## src/rtl/load_store_unit.sv

```systemverilog
// load_store_unit: single-outstanding RISC-V load/store sequencer with
// alignment checking, lane steering and a bounded memory wait.
module load_store_unit #(
    parameter int MAX_WAIT = 255
) (
    input  logic        clk,
    input  logic        reset,
    input  logic        req_valid,
    output logic        req_ready,
    input  logic [31:0] req_addr,
    input  logic [31:0] req_wdata,
    input  logic [2:0]  req_funct3,
    input  logic        req_is_store,
    output logic        mem_req,
    output logic        mem_we,
    output logic [31:0] mem_addr,
    output logic [31:0] mem_wdata,
    output logic [3:0]  mem_be,
    input  logic        mem_ack,
    input  logic [31:0] mem_rdata,
    output logic        resp_valid,
    output logic [31:0] resp_rdata,
    output logic        resp_error
);
    typedef enum logic [1:0] {IDLE, MEM, RESP} state_t;
    localparam logic [7:0] LAST = 8'(MAX_WAIT - 1);
    state_t state;
    logic [7:0] cnt;
    logic [2:0] f3;
    logic [1:0] lo;
    logic illegal;
    logic [3:0] be;
    logic [31:0] wdata, ld_data;
    logic [15:0] lane;
    assign req_ready = state == IDLE;
    always_comb begin
        illegal = (req_is_store ? (req_funct3[2] | &req_funct3[1:0])
                                : (&req_funct3[1:0] | &req_funct3[2:1]))
                | (req_funct3[1:0] == 2'b01 & req_addr[0])
                | (req_funct3[1:0] == 2'b10 & |req_addr[1:0]);
        be = req_funct3[1:0] == 2'b00 ? 4'b0001 << req_addr[1:0]
           : req_funct3[1:0] == 2'b01 ? (req_addr[1] ? 4'b1100 : 4'b0011) : 4'b1111;
        wdata = req_funct3[1:0] == 2'b00 ? {4{req_wdata[7:0]}}
              : req_funct3[1:0] == 2'b01 ? {2{req_wdata[15:0]}} : req_wdata;
        // funct3[2] marks the unsigned variants, so it suppresses sign fill
        lane = 16'(mem_rdata >> {lo, 3'b000});
        ld_data = f3[1] ? mem_rdata
                : f3[0] ? {{16{~f3[2] & lane[15]}}, lane[15:0]}
                        : {{24{~f3[2] & lane[7]}}, lane[7:0]};
    end
    always_ff @(posedge clk) begin
        resp_valid <= 1'b0;
        if (reset) begin
            state      <= IDLE;
            mem_req    <= 1'b0;
            mem_we     <= 1'b0;
            mem_addr   <= '0;
            mem_wdata  <= '0;
            mem_be     <= '0;
            resp_rdata <= '0;
            resp_error <= 1'b0;
            cnt        <= '0;
            f3         <= '0;
            lo         <= '0;
        end else begin
            case (state)
                IDLE: if (req_valid) begin
                    f3 <= req_funct3;
                    lo <= req_addr[1:0];
                    if (illegal) begin
                        state      <= RESP;
                        resp_valid <= 1'b1;
                        resp_error <= 1'b1;
                        resp_rdata <= '0;
                    end else begin
                        state     <= MEM;
                        mem_req   <= 1'b1;
                        mem_we    <= req_is_store;
                        mem_addr  <= {req_addr[31:2], 2'b00};
                        mem_be    <= be;
                        mem_wdata <= wdata;
                        cnt       <= '0;
                    end
                end
                MEM: if (mem_ack) begin
                    state      <= RESP;
                    mem_req    <= 1'b0;
                    resp_valid <= 1'b1;
                    resp_error <= 1'b0;
                    resp_rdata <= mem_we ? '0 : ld_data;
                end else if (cnt == LAST) begin
                    state      <= RESP;
                    mem_req    <= 1'b0;
                    resp_valid <= 1'b1;
                    resp_error <= 1'b1;
                    resp_rdata <= '0;
                end else begin
                    cnt <= cnt + 8'd1;
                end
                default: state <= IDLE;
            endcase
        end
    end
endmodule

```

## config.mk

```make
export PLATFORM = sky130hd
export DESIGN_NAME = load_store_unit
export DESIGN_NICKNAME = d
export VERILOG_FILES = /design/src/rtl/load_store_unit.sv
export SDC_FILE = /design/constraint.sdc
export NUM_CORES = 1
export LEC_CHECK = 0
export BUFFER_PORTS_ARGS = -buffer_cell sky130_fd_sc_hd__buf_2
export CAP_MARGIN = 10
export CORE_MARGIN = 10
export CORE_UTILIZATION = 45
export CTS_CLUSTER_SIZE = 8
export DETAILED_ROUTE_END_ITERATION = 16
export PLACE_DENSITY = 0.76
export RECOVER_POWER = 100
export SLEW_MARGIN = 40
export SYNTH_ARGS = -nofsm -noshare
export SYNTH_HDL_FRONTEND = slang
export SYNTH_SLANG_ARGS = --single-unit
```

## constraint.sdc

```tcl
create_clock -name clk -period 2.8 [get_ports clk]
set_input_delay 0.42 -clock clk [delete_from_list [all_inputs] [get_ports clk]]
set_output_delay 0.42 -clock clk [all_outputs]
set_load 0.02 [all_outputs]
```

==> impl_metrics.json <==
{
  "p_per_area_mw_per_mm2": 704,
  "muxShareOfSynthArea": 0.0659,
  "yosysUniqueCellTypes": 49,
  "cp_top_family": "compound AO/OA/AOI/OAI gates",
  "avgSynthCellArea_um2": 8.28,
  "syn_area_mm2": 0.00505,
  "relSlewSlack": 0.350,
  "hold_buffers": 0,
  "outcome": "completed",
  "synth_edf_count": 0,
  "hold_path_end": "mem_addr[27]$_SDFFE_PP0P_",
  "r2r_end": "resp_rdata[26]$_SDFFE_PP0P_",
  "hold_start": "req_addr[27]",
  "grt_max_degree": 87,
  "num_rows": 38,
  "clk_pin_slew_ns": 0.05,
  "worstPathArrival_ns": 2.67,
  "grt_pass1_wl_um": 26200,
  "post_cts_resize_count": 0,
  "yosysTopAreaCell": "dfxtp_1",
  "r2r-start": "cnt[0]$_SDFFE_PP0P_",
  "crit_path_start_kind": "flip-flop",
  "cp.required_ns": 3.14,
  "synth_top_family_by_area": "compound AO/OA/AOI/OAI gates",
  "cp-end-kind": "flip-flop",
  "netlist_instances": 610,
  "worstSetupPathType": "reg -> reg",
  "dieArea_mm2": 0.0159,
  "drt-initial-drc-count": 427,
  "reg2reg_slack_ns": 0.48,
  "timing_hold_violations_final": 0,
  "core_area_mm2": 0.0109,
  "critPathSlowestCell": "clkbuf_2",
  "synthXorXnorAreaFrac": 0.00347,
  "ys_seq_area_frac": 0.464,
  "ys_top_cells_by_area": "dfxtp_1, nand2_1, a21oi_1",
  "finalMaxSlewViolations": 0,
  "synth-simple-area-share": 0.166,
  "ir_drop_uv": 496,
  "start_util": 0.462,
  "antenna_found_initial": 1,
  "ios": 209,
  "ant_nets": 0,
  "grt_pass1_vias": 5231,
  "holdWs_ns": 0.248,
  "cts_tree": "yes",
  "cp_max_fo": 32,
  "fmax_ghz": 0.431,
  "drc": 0,
  "fp.dieH_um": 126,
  "yosysWarningCount": 0,
  "worst_path_largest_cell_delay_ns": 0.61,
  "ff2ff_path_depth": 8,
  "hold_path.class": "in -> reg",
  "hold_depth": 3,
  "async_flop_share": 0,
  "syn2layout_area_growth_pct": 31.6,
  "cts_max_level": 4,
  "path_cells": "inv_1, ha_1, nand3_1, nor2_1, o21a_1, a311oi_1, clkbuf_2, a221o_1",
  "cts_sinks": 117,
  "drive_gt1_frac": 0.184,
  "gr-total-overflow": 0,
  "via_count": 5155,
  "wl_per_cell_um": 17.7,
  "totalWireLength_um": 16700,
  "synth_top_cells_by_count": "dfxtp_1, nand2_1, a21oi_1",
  "firstDrtPassIters": 5,
  "clockBufferDepth": 2,
  "die_w_um": 126,
  "finalCriticalPeriod_ns": 2.32,
  "path_buf_inv": 2,
  "tns_ns": 0,
  "gp_congestion": 0.868,
  "synthAdderAreaFrac": 0.00495,
  "setup_viol": 0,
  "synth.most_common_cell": "dfxtp_1",
  "track_usage": 0.200,
  "cts_setup_buffers": 0,
  "final_util": 0.608,
  "period_share": 0.829,
  "leakage_nw": 2.68,
  "yosysTopAreaCellShare": 0.464,
  "detailed_place_hpwl_um": 12400,
  "synth_compound_area_frac": 0.240,
  "cap_violations": 0,
  "layout.nets": 899,
  "skew_ns": 0.00792,
  "antenna_cells": 0,
  "root_buffer": "clkbuf_16",
  "ys.flop_type": "dfxtp_1",
  "via_per_inst": 5.45,
  "worst_slew_pin_slew_ns": 0.975,
  "cts_buffers": 17,
  "rsz0062_at_grt": "no",
  "fillers": 998,
  "portBuffers": 206,
  "ys_ff_latch": 117,
  "worstSkewPairLatency_ns": 0.41
}
-- sequential cells by signal (all words and copies together), names as in the netlist --
name and flops:
resp_rdata 32, mem_we 1, f3 3, resp_valid 1, mem_wdata 32, resp_error 1, lo 2, cnt 8
state 2, mem_addr 30, mem_be 4, mem_req 1
-- metrics by stage --
stage,instances,setup WS [ns],area [um2],power (mW)
2_1_floorplan,611,0.587,5050,2.18
3_3_place_gp,914,0.376,6160,2.40
3_5_place_dp,914,0.322,6160,2.42
4_1_cts,946,0.618,6800,4.73
5_1_grt,946,0.354,6650,4.85
6_report,946,0.479,6650,4.68
-- cell usage in the layout, fill, tap and decap left out, drive strengths merged, types with 6 or more instances in the layout --
cell and count:
a21oi 78, mux2i 31, a21o 6, dfxtp 117, nor3 8, nand2 113
a221o 25, a211oi 11, clkbuf 130, nor2 54, buf 110, o21ai 23
a311oi 9, inv 15
-- logic make-up (layout without fill, tap and decap cells) --
| family | after synthesis | in the layout |
|---|---|---|
| compound gates | 185 | 185 |
| buf+inv | 69 | 264 |
| other cells | 1 | 2 |
| fa+ha+maj | 2 | 2 |
| flops | 117 | 117 |
| mux | 33 | 33 |
| xor+xnor | 2 | 2 |
| simple gates | 201 | 201 |
-- area by class of cell --
type                    instances  area, um2  share of cell area
multi-input cells             425       2450               0.368
inverters                      16       60.1             0.00903
well taps                     140        175              0.0264
clock inverters                 8        145              0.0218
repair buffers                216        985               0.148
flip-flops and latches        117       2340               0.352
clock buffers                  24        492              0.0740
-- power by group --
group          internal (mW)  switching [mW]  total (mW)
Clock                   1.58           0.733        2.31
Combinational          0.199           0.375       0.573
Sequential              1.74          0.0540        1.79
Total                   3.52            1.16        4.68
-- layer usage --
layer	routed length [um]	GRT usage	up-vias
met5	13	0	-
met4	439	0.0864	2
met3	2040	0.109	39
met2	7760	0.323	251
met1	6440	0.211	2350
li1	-	-	2513
-- worst reg2reg max path, cell delays in order (launching register included) --
cell	delay, ns
dfxtp_1	0.38
inv_1	0.08
ha_1	0.20
nand3_1	0.10
nor2_1	0.05
o21a_1	0.21
a311oi_1	0.34
clkbuf_2	0.61
a221o_1	0.28
-- worst max path at each step --
stage                                     start                           to  slack, ns  cells past startpoint
after floorplan                     req_addr[1]          cnt[4]$_SDFFE_PP0P_       0.59                      6
after global placement              req_addr[1]          cnt[6]$_SDFFE_PP0P_       0.38                      6
after detailed placement            req_addr[1]          cnt[6]$_SDFFE_PP0P_       0.32                      6
after CTS                 state[0]$_SDFFE_PP0P_  resp_rdata[14]$_SDFFE_PP0P_       0.62                      4
after global routing        cnt[0]$_SDFFE_PP0P_  resp_rdata[25]$_SDFFE_PP0P_       0.35                      8
final                       cnt[0]$_SDFFE_PP0P_  resp_rdata[26]$_SDFFE_PP0P_       0.48                      8
(Power assumes the default switching activity.)
